$ cat config.mk
export PLATFORM = sky130hd
export DESIGN_NAME = serial_bus_arbiter
export DESIGN_NICKNAME = d
export VERILOG_FILES = /design/src/rtl/serial_bus_arbiter.sv
export SDC_FILE = /design/constraint.sdc
export NUM_CORES = 1
export LEC_CHECK = 0
export ABC_AREA = 1
export BUFFER_PORTS_ARGS = -buffer_cell sky130_fd_sc_hd__buf_4
export CAP_MARGIN = 40
export CELL_PAD_IN_SITES_DETAIL_PLACEMENT = 1
export CELL_PAD_IN_SITES_GLOBAL_PLACEMENT = 1
export CORE_ASPECT_RATIO = 0.75
export CORE_MARGIN = 5
export CORE_UTILIZATION = 39
export CTS_BUF_LIST = sky130_fd_sc_hd__clkbuf_2
export DETAILED_ROUTE_END_ITERATION = 6
export PLACE_DENSITY = 0.95
export RECOVER_POWER = 100
export SKIP_LAST_GASP = 1
export SYNTH_ARGS = -nofsm -noshare
export SYNTH_HDL_FRONTEND = slang
export SYNTH_SLANG_ARGS = --single-unit
$ cat constraint.sdc
create_clock -name clk -period 3.95 [get_ports clk]
set_input_delay 0 -clock clk [delete_from_list [all_inputs] [get_ports clk]]
set_output_delay 0 -clock clk [all_outputs]
set_load 0.05 [all_outputs]
$ cat src/rtl/serial_bus_arbiter.sv
// serial_bus_arbiter: two-master round-robin arbiter for the serial bus.
// A grant is held for one transfer; rx_done, abandon or timeout ends it.
module serial_bus_arbiter #(
  parameter int unsigned TIMEOUT = 64
) (
  input  logic clk,
  input  logic reset,
  input  logic req1,
  input  logic req2,
  input  logic m1_valid,
  input  logic m2_valid,
  input  logic m1_rx_address,
  input  logic m2_rx_address,
  input  logic m1_rx_data,
  input  logic m2_rx_data,
  input  logic m1_write_en,
  input  logic m2_write_en,
  input  logic m1_read_en,
  input  logic m2_read_en,
  input  logic rx_done,
  input  logic slave_ready,
  output logic grant1,
  output logic grant2,
  output logic rx_address,
  output logic rx_data,
  output logic master_valid,
  output logic write_en,
  output logic read_en,
  output logic m1_slave_ready,
  output logic m2_slave_ready,
  output logic bus_busy,
  output logic timeout_err
);

  typedef enum logic [1:0] {
    IDLE,
    GRANTED,
    RELEASE
  } state_t;

  localparam logic [7:0] CNT_LAST = 8'(TIMEOUT - 1);

  state_t     state;
  state_t     state_nx;
  logic       grant1_nx;
  logic       grant2_nx;
  logic       last;
  logic       last_nx;
  logic [7:0] cnt;
  logic [7:0] cnt_nx;
  logic       err_nx;
  logic       req_g;
  logic       valid_g;
  logic       quit;
  logic       expire;
  logic       pick1;
  logic       pick2;

  // last: 0 = master 1 held the bus last, 1 = master 2
  always_ff @(posedge clk or negedge reset) begin
    if (!reset) begin
      state       <= IDLE;
      grant1      <= 1'b0;
      grant2      <= 1'b0;
      last        <= 1'b1;
      cnt         <= 8'd0;
      timeout_err <= 1'b0;
    end else begin
      state       <= state_nx;
      grant1      <= grant1_nx;
      grant2      <= grant2_nx;
      last        <= last_nx;
      cnt         <= cnt_nx;
      timeout_err <= err_nx;
    end
  end

  always_comb begin
    req_g   = (grant1 & req1) | (grant2 & req2);
    valid_g = (grant1 & m1_valid) | (grant2 & m2_valid);
    quit    = !req_g && !valid_g;
    expire  = (cnt == CNT_LAST);
    pick1   = req1 && (!req2 || last);
    pick2   = req2 && !pick1;
  end

  always_comb begin
    state_nx  = state;
    grant1_nx = grant1;
    grant2_nx = grant2;
    last_nx   = last;
    cnt_nx    = cnt;
    err_nx    = 1'b0;
    case (state)
      IDLE: begin
        unique case (1'b1)
          pick1: begin
            grant1_nx = 1'b1;
            last_nx   = 1'b0;
            cnt_nx    = 8'd0;
            state_nx  = GRANTED;
          end
          pick2: begin
            grant2_nx = 1'b1;
            last_nx   = 1'b1;
            cnt_nx    = 8'd0;
            state_nx  = GRANTED;
          end
          default: ;
        endcase
      end
      GRANTED: begin
        if (rx_done || quit || expire) begin
          state_nx  = RELEASE;
          grant1_nx = 1'b0;
          grant2_nx = 1'b0;
          // error only when the timeout alone ends the grant
          err_nx    = !rx_done && !quit;
        end else if (cnt != 8'hFF) begin
          cnt_nx = cnt + 8'd1;
        end
      end
      RELEASE: begin
        state_nx  = IDLE;
        grant1_nx = 1'b0;
        grant2_nx = 1'b0;
      end
      default: begin
        state_nx  = IDLE;
        grant1_nx = 1'b0;
        grant2_nx = 1'b0;
      end
    endcase
  end

  always_comb begin
    rx_address     = (grant1 & m1_rx_address) | (grant2 & m2_rx_address);
    rx_data        = (grant1 & m1_rx_data) | (grant2 & m2_rx_data);
    master_valid   = valid_g;
    write_en       = (grant1 & m1_write_en) | (grant2 & m2_write_en);
    read_en        = (grant1 & m1_read_en) | (grant2 & m2_read_en);
    m1_slave_ready = grant1 & slave_ready;
    m2_slave_ready = grant2 & slave_ready;
    bus_busy       = (state != IDLE);
  end

endmodule

==> run_results.csv, run 1 <==
group,metric,value,unit
synthesis,seq_area_frac_synth,37.9,%
setup_path,required,4.12,ns
finish,design_area,1110,um2
setup_path,cp_slowest_cell,"dfrtp_1",
clock_network,postCtsHoldBufs,1,
global_routing,antenna_found_initial,0,
finish,area_growth,20.1,%
synthesis,yosys_warnings,0,
synthesis,yosysTopAreaCell,"dfrtp_1",
setup_path,setup.worst_path.end,"cnt[0]",
clock_network,clk_pin_slew_worst_paths,0.15,ns
floorplanning,die-area,3470,um2
synthesis,syn_nets,151,
timing,hold_viol_final,0,
synthesis,netlist_top_cells_area,"dfrtp_1, nand2_1, inv_1",
drt,via_per_inst,4.85,
worst_hold_path,hold_path.class,"in -> reg",
timing,period_share,51.5,%
synthesis,synth_edf_count,0,
setup_path,crit_chain,"ha_1, nand2_1, inv_1, nand3_1, nand3_2, nand2_1, nand2_1, nand2_1, nand2_1",
timing,rsz0062_at_grt,"false",
status,status,"completed",
clock_network,clk_path_buf_depth,2,
global_routing,overflow,0,
timing,hold_slack,0.000788,ns
global_routing,grtUsageMet1,23.2,%
timing,fin_crit,2.03,ns
drt,wirelength,3010,um
finish,num-nets-final,181,
floorplanning,fp.dieW,66.3,um
setup_path,crit_start,"cnt[0]",
global_routing,grt_pass1_wl,5000,um
clock_network,h-tree-depth,1,
synthesis,yosysMostFrequentCell,"nand2_1",
setup_path,start_kind,"register",
setup_path,crit_top_cell,"nand2_1",
floorplanning,core-area,2290,um2
setup_path,cp_max_fo,10,
synthesis,synthArstFlopShare,100,%
drt,ant_nets,0,
timing,worst_pin_slew,0.794,ns
power,leakage,0.598,nW
floorplanning,pin_count,27,
finish,drive_gt1_share,16.0,%
finish,n_antenna_cell,0,
setup_path,r2r-end,"cnt[0]",
setup_path,regToRegSetupSlack,1.92,ns
setup_path,r2r_cells,9,
clock_network,ctsResizeCount,0,
job,drv_cap,0,
drt,drtIter0Drc,34,
synthesis,avgSynthCellArea,6.93,um2
timing,slew_headroom,47.1,%
global_routing,grtUsageMet2,34.8,%
setup_path,worst_path_dominant_cell_family,"simple AND/OR/NAND/NOR gates",
timing,tns,0,ns
timing,setup_viol_count_final,0,
drt,wl_per_cell,15.3,um
clock_network,cts_tree,"done",
drt,first_pass_iters,4,
floorplanning,start_util,40.5,%
clock_network,post_cts_buffers,0,
floorplanning,rows,15,
global_routing,grt-busiest-layer,"met2",
synthesis,synthCells,134,
clock_network,ctsRootBufferMaster,"clkbuf_2",
setup_path,reg2reg_from,"cnt[0]",
synthesis,synth_commonest_cells,"nand2_1, inv_1, dfrtp_1, nand3_1, nor2_1",
power,total_power,0.000742,W
clock_network,cts_made_buffers,3,
setup_path,path_depth,9,
clock_network,cts.sinks,14,
clock_network,clock_latency,0.29,ns
synthesis,ys_seq_elements,14,
global_routing,grt_pass1_vias,1064,
synthesis,yosysTopAreaCellShare,35.0,%
placement,placed_cell_area,1150,um2
placement,port_buffers,26,
setup_path,cp.arrival,2.21,ns
global_routing,grt_use_total,19.8,%
power,power_density,665,nW/um2
drt,vias,956,
timing,clock_skew,0.0199,ns
timing,maxSlewViolCount,0,
floorplanning,die_y,52.3,um
global_routing,met3_usage,4.51,%
setup_path,crit_buf_inv,1,
placement,hpwl,2380,um
synthesis,synthesis.area,928,um2
global_routing,grt_max_degree,15,
setup_path,max_stage_delay,0.45,ns
synthesis,yosys_most_used_dff,"dfrtp_1",
setup_path,endpoint_kind,"register",
setup_path,critPathKind,"reg -> reg",
timing,max_freq,492,MHz
placement,place_congestion,0.827,
power,ir_drop,0.000292,V
drt,drc,0,
synthesis,yosysUniqueCellTypes,22,
## power by group
group          internal (W)  switching (W)
Sequential         0.000181      0.0000509
Combinational     0.0000991       0.000340
Clock             0.0000220      0.0000493
Total              0.000302       0.000440
## cell families after synthesis
logic type               Yosys count  share of synthesized area (%)
buffers and inverters             22                           9.97
adder cells (fa/ha/maj)            1                           1.35
AND/OR/NAND/NOR                   85                           42.0
XOR/XNOR                           1                          0.944
flip-flops                        14                           37.9
AO/OA/AOI/OAI                     11                           7.82
## worst min-delay path, cell delays in order
cell,delay (ns)
buf_4,0.08
inv_1,0.06
nand3_1,0.10
nor2_1,0.05
## cell type report
type	instances	area [um2]
Clock buffer	3	15.0
Tap cell	34	42.5
Inverter	20	77.6
Sequential cell	14	352
Fill cell	316	1170
Timing Repair Buffer	27	160
Clock inverter	1	3.75
Multi-Input combinational cell	98	464
## flip-flops by register name (all words and copies together) (netlist names)
signal       flops
cnt              8
timeout_err      1
state            2
grant2           1
grant1           1
last             1
## cells in the final DEF (no fill, tap or decap)
cell type	synthesis	routed
a21oi_1	2	2
a22o_1	4	4
buf_4	2	14
clkbuf_1	0	12
clkbuf_2	0	3
clkinv_1	0	1
dfrtp_1	13	13
dfstp_2	1	1
dlygate4sd3_1	0	1
ha_1	1	1
inv_1	18	18
inv_2	1	1
inv_4	1	1
nand2_1	50	52
nand2_2	2	2
nand3_1	12	13
nand3_2	2	1
nand4_1	2	2
nor2_1	11	11
nor2_4	2	2
nor3_1	1	1
o211ai_1	1	1
o21ai_0	4	4
or2_2	1	1
xor2_1	1	1
## how the worst min path moves through the flow
stage                     startpoint     endpoint  slack, ns  cells past startpoint
after global routing            req1       grant1     0.0002                      3
after global placement         reset       cnt[0]      -0.14                      1
after detailed placement       reset       cnt[2]      -0.14                      1
after CTS                    rx_done  timeout_err      0.003                      4
after floorplan                reset       cnt[0]      -0.30                      0
final                        rx_done  timeout_err     0.0008                      4
## metrics by stage
stage | setup slack (ns) | std cells | util, %
6_report | 1.92 | 197 | 48.7
5_1_grt | 1.69 | 197 | 48.7
4_1_cts | 2.33 | 197 | 51.5
3_5_place_dp | 2.36 | 192 | 50.3
3_3_place_gp | 2.53 | 192 | 50.3
2_1_floorplan | 2.03 | 134 | -
## routing by layer
layer,up-vias,wire [um]
met5,-,0
met4,0,82
met3,6,57
met2,13,1580
met1,460,1290
li1,477,-
Power figures use the tool's default switching activity.
==> run 2: changes to the inputs <==
--- a/config.mk
+++ b/config.mk
@@ -12,10 +12,10 @@
 export CELL_PAD_IN_SITES_GLOBAL_PLACEMENT = 1
 export CORE_ASPECT_RATIO = 0.75
 export CORE_MARGIN = 5
-export CORE_UTILIZATION = 39
+export CORE_UTILIZATION = 33
 export CTS_BUF_LIST = sky130_fd_sc_hd__clkbuf_2
 export DETAILED_ROUTE_END_ITERATION = 6
-export PLACE_DENSITY = 0.95
+export PLACE_DENSITY = 0.87
 export RECOVER_POWER = 100
 export SKIP_LAST_GASP = 1
 export SYNTH_ARGS = -nofsm -noshare
==> constraint.sdc (replaced) <==
create_clock -name clk -period 1.78 [get_ports clk]
set_input_delay 0 -clock clk [delete_from_list [all_inputs] [get_ports clk]]
set_output_delay 0 -clock clk [all_outputs]
set_load 0.05 [all_outputs]
==> run 2 against run 1 <==
- critical path depth is the same
- setup slack got worse by 1.7 ns
- clock power grew 110%
- highest routed layer unchanged
- critical endpoint unchanged
- sequential power is 120% higher
- critical path type unchanged
- first-iteration DRC count unchanged
- count of clock-buffer cells in the layout stayed put
- clock skew fell by 0.0078 ns
==> run_results.csv, run 2 (synthesis gave the netlist of run 1 again) <==
group,metric,value,unit
placement,dp_cells,194,
setup_path,r2r-end,"cnt[0]",
clock_network,post_cts_buffers,0,
clock_network,clock_latency,0.28,ns
global_routing,overflow,0,
job,drv_cap,0,
global_routing,grt_pass1_vias,986,
finish,top_regs,"cnt x8, state x2",
clock_network,ctsRootBufferMaster,"clkbuf_2",
clock_network,clk_path_buf_depth,2,
timing,max_freq,632,MHz
finish,fin_cells,199,
timing,maxSlewViolCount,0,
clock_network,cts.sinks,14,
worst_hold_path,hold_start,"req1",
setup_path,start_kind,"register",
finish,design_area,1140,um2
setup_path,reg2reg_from,"cnt[0]",
worst_hold_path,hold_depth,3,
timing,worst_pin_slew,0.778,ns
power,switching_share,58.3,%
power,combPwrFrac,60.5,%
floorplanning,die_y,55.9,um
finish,regMostFlops,"cnt",
global_routing,antenna_found_initial,0,
floorplanning,die-area,3990,um2
floorplanning,start_util,34.9,%
power,clock_power_share,9.1,%
floorplanning,fp.dieW,71.2,um
timing,period_share,88.9,%
timing,tns,0,ns
drt,drtIter0Drc,34,
drt,via_per_inst,4.90,
finish,final_cell_mix,"nand2_1, inv_1, buf_4",
finish,area_growth,22.8,%
timing,setup_viol_count_final,0,
power,power_density,1450,nW/um2
finish,n_antenna_cell,0,
drt,ant_nets,0,
finish,layout_commonest_cell,"nand2_1",
finish,drive_gt1_share,18.4,%
timing,clock_skew,0.0120,ns
power,total_power,0.00165,W
finish,fin_util,42.8,%
floorplanning,pin_count,27,
timing,fin_crit,1.58,ns
finish,num-nets-final,181,
status,status,"completed",
power,leakage,0.603,nW
drt,wirelength,2910,um
timing,slew_headroom,48.1,%
placement,port_buffers,26,
power,sequentialPowerShare,30.4,%
drt,vias,976,
timing,hold_viol_final,0,
setup_path,regToRegSetupSlack,0.20,ns
placement,placed_cell_area,1160,um2
floorplanning,rows,16,
clock_network,cts_tree,"done",
setup_path,cp_max_fo,10,
placement,place_congestion,0.896,
clock_network,h-tree-depth,1,
clock_network,cts_made_buffers,3,
drt,wl_per_cell,14.6,um
drt,drc,0,
power,power.internal,0.000690,W
worst_hold_path,hold_path.class,"in -> reg",
floorplanning,core-area,2660,um2
finish,largest_reg_flops,8,
placement,hpwl,2300,um
worst_hold_path,hold-path-endpoint,"grant1",
setup_path,required,1.95,ns
drt,first_pass_iters,4,
power,ir_drop,0.000487,V
global_routing,grt_use_total,15.2,%
global_routing,grt_pass1_wl,4800,um
power,p_sw,0.000964,W
global_routing,grt_max_degree,15,
setup_path,critPathKind,"reg -> reg",
setup_path,cp.arrival,1.75,ns
timing,rsz0062_at_grt,"false",
setup_path,endpoint_kind,"register",
clock_network,ctsResizeCount,0,
setup_path,r2r_cells,9,
clock_network,clk_pin_slew_worst_paths,0.14,ns
==> run 2: cell counts in the layout (fill, tap and decap cells not counted) <==
No cell type changed its count.
==> run 2: final cells by class <==
| type | instances | area [um2] |
|---|---|---|
| Fill cell | 361 | 1520 |
| Multi-Input combinational cell | 98 | 487 |
| Timing Repair Buffer | 27 | 160 |
| Clock buffer | 3 | 15.0 |
| Sequential cell | 14 | 352 |
| Tap cell | 36 | 45.0 |
| Clock inverter | 1 | 3.75 |
| Inverter | 20 | 77.6 |
==> run 2: worst max path at each step <==
stage / from / to / slack, ns / cells after the start
6_report: cnt[0] / cnt[0] / 0.20 / 9
5_1_grt: cnt[0] / cnt[0] / 0.06 / 9
4_1_cts: cnt[0] / cnt[0] / 0.18 / 9
3_5_place_dp: cnt[0] / cnt[7] / 0.24 / 9
3_3_place_gp: cnt[0] / cnt[6] / 0.36 / 9
2_1_floorplan: grant2 / cnt[6] / 0.007 / 10
==> run 2: repair_timing <==
item,CTS,global route
endpoints found under the setup margin,0,0
hold buffers,1,0
hold endpoints to repair,14,0
==> run 2: per-stage QoR <==
stage | hold WS, ns | setup WS [ns]
after floorplan | -0.296 | 0.00702
after global placement | -0.141 | 0.359
after detailed placement | -0.139 | 0.239
after CTS | 0.00426 | 0.179
after global routing | 0.00789 | 0.0555
final | 0.00973 | 0.198
==> run 2: metal layers <==
| metal | wire length (um) | GRT usage (%) |
|---|---|---|
| met1 | 1270 | 19.6 |
| met2 | 1480 | 25.7 |
| met3 | 112 | 3.43 |
| met4 | 39 | 3.75 |
| met5 | 0 | 0 |
==> run 2: worst max-delay path, cell delays in order (launching register included) <==
cell and delay, ns:
dfrtp_1 0.46, ha_1 0.24, nand2_1 0.08, inv_1 0.11
nand3_2 0.13, nand3_2 0.09, nand2_4 0.14, nand2_4 0.10
nand2_1 0.08, nand2_1 0.06
==> run 2: power groups by stage <==
stage / clock [W] / combinational, W / sequential (W)
CTS: 0.000161 / 0.00109 / 0.000501
global placement: 0 / 0.00103 / 0.000498
detailed placement: 0 / 0.00108 / 0.000506
floorplan: 0 / 0.000764 / 0.000522
global route: 0.000178 / 0.00109 / 0.000520
finish: 0.000151 / 0.00100 / 0.000502
